--- src/rtl/usb_desc_stream.sv ---
`default_nettype none
// ============================================================================
// usb_desc_stream : GET_DESCRIPTOR decode and EP0 IN descriptor byte streamer.
// Optional feature macro: USB_DESC_OTHER_SPEED_EN (type 0x07 other-speed config)
// Rev 1.0
// ============================================================================
module usb_desc_stream #(
  parameter int ADDR_W  = 16,
  parameter int NUM_STR = 8,
  parameter int MPS     = 64
) (
  input  logic                      clk,
  input  logic                      rst,
  input  logic                      req_valid_i,
  output logic                      req_ready_o,
  input  logic [7:0]                req_type_i,
  input  logic [7:0]                req_index_i,
  input  logic [15:0]               req_length_i,
  input  logic                      hs_mode_i,
  input  logic                      abort_i,
  input  logic [15:0]               dev_addr_i,
  input  logic [15:0]               dev_len_i,
  input  logic [15:0]               qual_addr_i,
  input  logic [15:0]               qual_len_i,
  input  logic [15:0]               fscfg_addr_i,
  input  logic [15:0]               fscfg_len_i,
  input  logic [15:0]               hscfg_addr_i,
  input  logic [15:0]               hscfg_len_i,
  input  logic [15:0]               hidrpt_addr_i,
  input  logic [15:0]               hidrpt_len_i,
  input  logic [15:0]               bos_addr_i,
  input  logic [15:0]               bos_len_i,
  input  logic [16*(NUM_STR+1)-1:0] str_addr_i,
  input  logic [16*(NUM_STR+1)-1:0] str_len_i,
  output logic [ADDR_W-1:0]         rom_raddr_o,
  input  logic [7:0]                rom_rdata_i,
  output logic [7:0]                out_data_o,
  output logic                      out_valid_o,
  input  logic                      out_ready_i,
  output logic                      out_last_o,
  output logic                      out_zlp_o,
  output logic                      req_stall_o
);

  localparam int PW = $clog2(MPS);

  typedef enum logic [1:0] {
    S_IDLE   = 2'd0,
    S_PRIME  = 2'd1,
    S_STREAM = 2'd2,
    S_ZLP    = 2'd3
  } state_t;

  state_t            state_q;
  logic [15:0]       xfer_len_q;
  logic [15:0]       fcnt_q;
  logic [15:0]       byte_cnt_q;
  logic [PW-1:0]     pkt_cnt_q;
  logic              short_q;
  logic              rd_vld_q;
  logic [ADDR_W-1:0] rd_addr_q;
  logic [ADDR_W-1:0] raddr_d;
  logic [7:0]        out_data_q;
  logic              out_valid_q;
  logic              out_last_q;
  logic              out_zlp_q;
  logic              stall_q;

  logic              src_ok_w;
  logic [15:0]       src_addr_w;
  logic [15:0]       src_len_w;
  logic [15:0]       xl_w;
  logic              accept_w;
  logic              load_w;
  logic              more_w;
  logic              fire_w;
  logic              last_w;
  logic              final_w;
  logic [7:0]        byte_w;

  always_comb begin
    src_ok_w   = 1'b1;
    src_addr_w = '0;
    src_len_w  = '0;
    case (req_type_i)
      8'h01: begin src_addr_w = dev_addr_i;    src_len_w = dev_len_i;    end
      8'h06: begin src_addr_w = qual_addr_i;   src_len_w = qual_len_i;   end
      8'h0F: begin src_addr_w = bos_addr_i;    src_len_w = bos_len_i;    end
      8'h22: begin src_addr_w = hidrpt_addr_i; src_len_w = hidrpt_len_i; end
      8'h02: begin
        src_ok_w   = (req_index_i == 8'h00);
        src_addr_w = hs_mode_i ? hscfg_addr_i : fscfg_addr_i;
        src_len_w  = hs_mode_i ? hscfg_len_i  : fscfg_len_i;
      end
`ifdef USB_DESC_OTHER_SPEED_EN
      8'h07: begin
        // Other-speed view: the configuration of the speed we are NOT running at.
        src_ok_w   = (req_index_i == 8'h00);
        src_addr_w = hs_mode_i ? fscfg_addr_i : hscfg_addr_i;
        src_len_w  = hs_mode_i ? fscfg_len_i  : hscfg_len_i;
      end
`endif
      8'h03: begin
        src_ok_w = 1'b0;
        for (int k = 0; k <= NUM_STR; k++) begin
          if (req_index_i == 8'(k)) begin
            src_ok_w   = 1'b1;
            src_addr_w = str_addr_i[16*k +: 16];
            src_len_w  = str_len_i[16*k +: 16];
          end
        end
      end
      default: src_ok_w = 1'b0;
    endcase
    if (src_len_w == 16'd0) src_ok_w = 1'b0;
  end

  assign xl_w     = (src_len_w < req_length_i) ? src_len_w : req_length_i;
  assign accept_w = req_valid_i && (state_q == S_IDLE) && !abort_i;
  assign fire_w   = out_valid_q && out_ready_i;
  assign load_w   = (state_q == S_STREAM) && rd_vld_q && (!out_valid_q || out_ready_i);
  assign more_w   = (fcnt_q + 16'd1) < xfer_len_q;
  assign last_w   = (&fcnt_q[PW-1:0]) || !more_w;
  assign final_w  = (byte_cnt_q == xfer_len_q - 16'd1);
  // ROM address only advances when the byte on rom_rdata is consumed, so a
  // stalled sink simply re-reads the same address with no skid storage.
  assign raddr_d  = (load_w && more_w) ? rd_addr_q + ADDR_W'(1) : rd_addr_q;

`ifdef USB_DESC_OTHER_SPEED_EN
  logic os_q;
  always_ff @(posedge clk) begin
    if (rst)           os_q <= 1'b0;
    else if (accept_w) os_q <= (req_type_i == 8'h07);
  end
  assign byte_w = (os_q && fcnt_q == 16'd1) ? 8'h07 : rom_rdata_i;
`else
  assign byte_w = rom_rdata_i;
`endif

  always_ff @(posedge clk) begin
    if (rst) begin
      state_q     <= S_IDLE;
      xfer_len_q  <= '0;
      fcnt_q      <= '0;
      byte_cnt_q  <= '0;
      pkt_cnt_q   <= '0;
      short_q     <= 1'b0;
      rd_vld_q    <= 1'b0;
      rd_addr_q   <= '0;
      out_data_q  <= '0;
      out_valid_q <= 1'b0;
      out_last_q  <= 1'b0;
      out_zlp_q   <= 1'b0;
      stall_q     <= 1'b0;
    end else begin
      stall_q <= 1'b0;
      if (abort_i) begin
        state_q     <= S_IDLE;
        out_valid_q <= 1'b0;
        out_last_q  <= 1'b0;
        out_zlp_q   <= 1'b0;
        out_data_q  <= '0;
        rd_vld_q    <= 1'b0;
        fcnt_q      <= '0;
        byte_cnt_q  <= '0;
        pkt_cnt_q   <= '0;
      end else begin
        case (state_q)
          S_IDLE: begin
            if (accept_w) begin
              if (!src_ok_w) begin
                stall_q <= 1'b1;
              end else begin
                xfer_len_q <= xl_w;
                short_q    <= (xl_w < req_length_i);
                fcnt_q     <= '0;
                byte_cnt_q <= '0;
                pkt_cnt_q  <= '0;
                if (xl_w == 16'd0) begin
                  state_q     <= S_ZLP;
                  out_valid_q <= 1'b1;
                  out_zlp_q   <= 1'b1;
                  out_last_q  <= 1'b1;
                  out_data_q  <= '0;
                end else begin
                  state_q   <= S_PRIME;
                  rd_addr_q <= ADDR_W'(src_addr_w);
                end
              end
            end
          end
          S_PRIME: begin
            state_q  <= S_STREAM;
            rd_vld_q <= 1'b1;
          end
          S_STREAM: begin
            rd_addr_q <= raddr_d;
            if (load_w) begin
              out_valid_q <= 1'b1;
              out_data_q  <= byte_w;
              out_last_q  <= last_w;
              fcnt_q      <= fcnt_q + 16'd1;
              rd_vld_q    <= more_w;
            end else if (fire_w) begin
              out_valid_q <= 1'b0;
              out_last_q  <= 1'b0;
            end
            if (fire_w) begin
              if (final_w) begin
                byte_cnt_q <= '0;
                pkt_cnt_q  <= '0;
                // A full final packet on a short transfer needs a ZLP terminator.
                if (short_q && (&pkt_cnt_q)) begin
                  state_q     <= S_ZLP;
                  out_valid_q <= 1'b1;
                  out_zlp_q   <= 1'b1;
                  out_last_q  <= 1'b1;
                  out_data_q  <= '0;
                end else begin
                  state_q     <= S_IDLE;
                  out_valid_q <= 1'b0;
                  out_last_q  <= 1'b0;
                  out_data_q  <= '0;
                end
              end else begin
                byte_cnt_q <= byte_cnt_q + 16'd1;
                pkt_cnt_q  <= out_last_q ? '0 : pkt_cnt_q + PW'(1);
              end
            end
          end
          S_ZLP: begin
            if (fire_w) begin
              state_q     <= S_IDLE;
              out_valid_q <= 1'b0;
              out_last_q  <= 1'b0;
              out_zlp_q   <= 1'b0;
            end
          end
          default: state_q <= S_IDLE;
        endcase
      end
    end
  end

  assign req_ready_o = (state_q == S_IDLE);
  assign rom_raddr_o = raddr_d;
  assign out_data_o  = out_data_q;
  assign out_valid_o = out_valid_q;
  assign out_last_o  = out_last_q;
  assign out_zlp_o   = out_zlp_q;
  assign req_stall_o = stall_q;

endmodule
`default_nettype wire

--- config.mk ---
export PLATFORM = sky130hd
export DESIGN_NAME = usb_desc_stream
export DESIGN_NICKNAME = d
export VERILOG_FILES = /design/src/rtl/usb_desc_stream.sv
export SDC_FILE = /design/constraint.sdc
export NUM_CORES = 1
export LEC_CHECK = 0
export CORE_AREA = 2 2 214 216
export DETAILED_ROUTE_END_ITERATION = 8
export DIE_AREA = 0 0 216 218
export HOLD_SLACK_MARGIN = 0.05
export PLACE_DENSITY = 0.59
export SETUP_SLACK_MARGIN = 0.5
export SYNTH_ARGS = -nofsm -noshare
export SYNTH_HDL_FRONTEND = slang
export SYNTH_SLANG_ARGS = --single-unit
--- constraint.sdc ---
create_clock -name clk -period 8.9 [get_ports clk]
set_clock_uncertainty 0.1 [all_clocks]
set_input_delay 1.335 -clock clk [delete_from_list [all_inputs] [get_ports clk]]
set_output_delay 1.335 -clock clk [all_outputs]
set_load 0.02 [all_outputs]
==> key figures <==
Cells and area
  • Cell Count, Final, Fillers Out: 2,634
  • Nets: 2,587
  • Layout area overhead: 57.3%
  • Most frequent cells in the layout: clkdlybuf4s50_1, a21oi_1, nor2_1
  • Layout cells sized above 1: ~6.5%
  • Fillers: 4,684
  • Commonest non-fill, non-tap cell in the layout: clkdlybuf4s50_1

Route
  • Drc violations: 0
  • Drt initial violations: 1,640
  • Avg Vias per Cell: 5.65
  • Drt pass-1 iters: 7
  • Routed vias: about 15,000
  • ANT nets after route: 0
  • Routed WL: 71,900 um
  • Routed len/inst: between 20 and 30 um

Synthesis
  • Mapped Area: around 11,000 um2
  • Synth cell types: 93
  • Cells after synthesis: 1,535
  • Async SR Flop Fraction: 0%
  • Yosys top cell by area: dfxtp_1
  • EDFF count, synth: 0
  • Avg Inst Size Synth: a little over 7 um2
  • Top FF cell, synth: dfxtp_1
  • Yosys reg bits: between 80 and 90
  • Area contributors post-synth: dfxtp_1, a21oi_1, ha_1, mux2i_1, nor2_1
  • Top cell type's share of synthesized area: between 15 and 20%
  • Yosys warnings: 0
  • Seq/Total Area, Yosys: 15.5%
  • Synth Net Count: 2,110

Critical path
  • Setup CP Type: input port to flop
  • Worst Path Max Fanout: 32
  • CP Data Arrival Time: 7.83 ns
  • CP Depth: 29
  • Worst Setup SP: req_index_i[5]
  • Critical path's most frequent cell: o21ai_0
  • CP required: about 9.1 ns
  • CP endpoint: short_q
  • Delay-heaviest family, CP: compound AO/OA/AOI/OAI gates
  • Reg2reg end: rd_addr_q[9]
  • CP endpoint kind: flop
  • FF-to-FF Start: fcnt_q[2]
  • Slowest CP cell: or4_4
  • CP max stage delay: 0.77 ns
  • WP buf/inv: 3
  • Reg2Reg Setup Slack: 3.84 ns
  • Startpoint types: input port
  • R2R depth: 18

Timing
  • Setup total negative slack: 0 ns
  • Worst Tran Pin Value: between 1 and 1.5 ns
  • Final setup vio count: 0
  • Final Slew Violations: 0
  • Fin crit share: a little under nine tenths
  • RSZ-0062 raised after global routing: false
  • FMAX: 0.131 GHz
  • Final Hold Vio Count: 0
  • Post-route minimum period: 7.65 ns
  • Slew HR: 24.7%

Placed design
  • Routability cong.: 0.994
  • Detailed placement HPWL: 59,900 um
  • IO Port Bufs: 554
  • Inst Count DP: 2,601

Pwr
  • Tot Pwr: 1230 uW
  • P_leak: between 0.006 and 0.007 uW
  • Power per standard cell area: 70.6 nW/um2
  • Max IR drop VDD: just over 0.08 mV

Floorplan
  • Die height: 218 um
  • Boundary pin count: 555
  • DIE AREA: 47,100 um2
  • Core Region: 44,900 um2
  • Initial core utilization: 24.7%
  • Die W: 216 um
  • Row cnt: 78

Clock network
  • TritonCTS Buffers: 9
  • CTS Sinks: 86
  • Hold Buf Count CTS: 0
  • H-tree Lvls: 3
  • CTS tree: done
  • Clock transition at the registers of the reported paths: 0.07 ns
  • Resized cells post-CTS: 0
  • Clock latency at the later pin of the worst-skew pair: 0.37 ns
  • Clock Tree Root: clkbuf_16
  • Setup Buffers After CTS: 0
  • Longest Clk Path Bufs: 2

GRT
  • Grt ovf: 0
  • Vias in the first global route: 14,603
  • Pin count of the biggest net entering global routing: 61
  • First-pass GRT wire length: 101,000 um
  • Initial antenna violation count: 27
  • GRT Overall Usage: between 20 and 30%

Flow run
  • Max-Cap Viols: 0

Status
  • Outcome: finished, final reports clean

Min path
  • Hold Crit Class: flop to flop
cells by family (layout without fill, tap and decap cells):
group | after synthesis | after routing | synth area share [%]
compound gates | 566 | 566 | 34.3
xor+xnor | 45 | 45 | 3.56
fa+ha+maj | 49 | 49 | 5.54
buf+inv | 164 | 646 | 6.51
flops | 86 | 86 | 15.5
mux | 90 | 90 | 9.72
other cells | 0 | 17 | 0
simple gates | 535 | 535 | 24.8
stage by stage:
step | worst slack [ns] | utilization [%] | hold slack [ns] | cell area (um2)
2_1_floorplan | 2.65 | - | 0.341 | 11100
3_3_place_gp | 1.11 | 38.0 | 0.347 | 17100
3_5_place_dp | 1.01 | 38.0 | 0.347 | 17100
4_1_cts | 1.35 | 38.7 | 0.359 | 17400
5_1_grt | 0.653 | 38.7 | 0.395 | 17400
6_report | 1.25 | 38.8 | 0.355 | 17400
worst min path at each step:
stage	startpoint	endpoint	slack, ns	depth (start not counted)
global route	out_zlp_o	out_zlp_o	0.39	2
global placement	out_zlp_o	out_zlp_o	0.35	2
detailed placement	out_zlp_o	out_zlp_o	0.35	2
floorplan	rd_addr_q[15]	rd_addr_q[15]	0.34	2
CTS	out_zlp_o	out_zlp_o	0.36	2
finish	out_zlp_o	out_zlp_o	0.36	2
power by group:
part | internal [uW] | leakage [uW] | switching [uW] | total (uW)
Combinational | 267 | 0.00538 | 190 | 457
Clock | 200 | 0.000147 | 189 | 388
Sequential | 385 | 0.000692 | 0.0822 | 385
Total | 851 | 0.00622 | 379 | 1230
registers in the layout, indices dropped and copies added, names as in the netlist, 2 cells and up:
name and cells:
xfer_len_q 16, pkt_cnt_q 6, byte_cnt_q 16, fcnt_q 16
state_q 2, rd_addr_q 16, out_data_o 8
cells in the mapped netlist (all sizes together) (7+ instances only):
library cell	number
nand2	128
nand4	22
or2	11
mux4	12
a22oi	34
a222oi	10
a21oi	178
o31ai	9
o22ai	24
nand3b	12
nor2	137
mux2i	58
a31oi	16
xor2	17
a21o	15
ha	49
o32ai	8
a221oi	36
buf	50
a22o	18
o221ai	16
nor4	21
and2	7
nor3	40
xnor2	28
and3	28
nor2b	15
mux2	20
clkbuf	70
or3	9
inv	44
o21a	19
a211oi	13
o211ai	16
nand2b	19
o21ai	97
o2111ai	8
nand3	60
dfxtp	86
layout make-up:
class                      instances  area, um2  area share [%]
timing repair buffer             586       5780            33.2
inverter                          44        165           0.948
tap                              600        751            4.31
sequential                        86       1720            9.89
multi-input combinational       1285       8660            49.7
clock inverter                     7       68.8           0.395
clock buffer                       9        225            1.29
antenna                           17       42.5           0.244
tightest hold or removal path, cell delays in order (launching register included):
cell	delay, ns
dfxtp_1	0.31
nand2_1	0.05
o31ai_1	0.05
routing by layer:
metal / vias to the layer above / GRT usage, % / share of wire (%)
li1: 6851 / - / -
met4: 16 / 8.31 / 3.1
met2: 817 / 48.0 / 45
met1: 7108 / 35.6 / 41
met5: - / 0 / 0.14
met3: 102 / 11.5 / 11
Note: power is estimated with default switching activity, not from simulation.
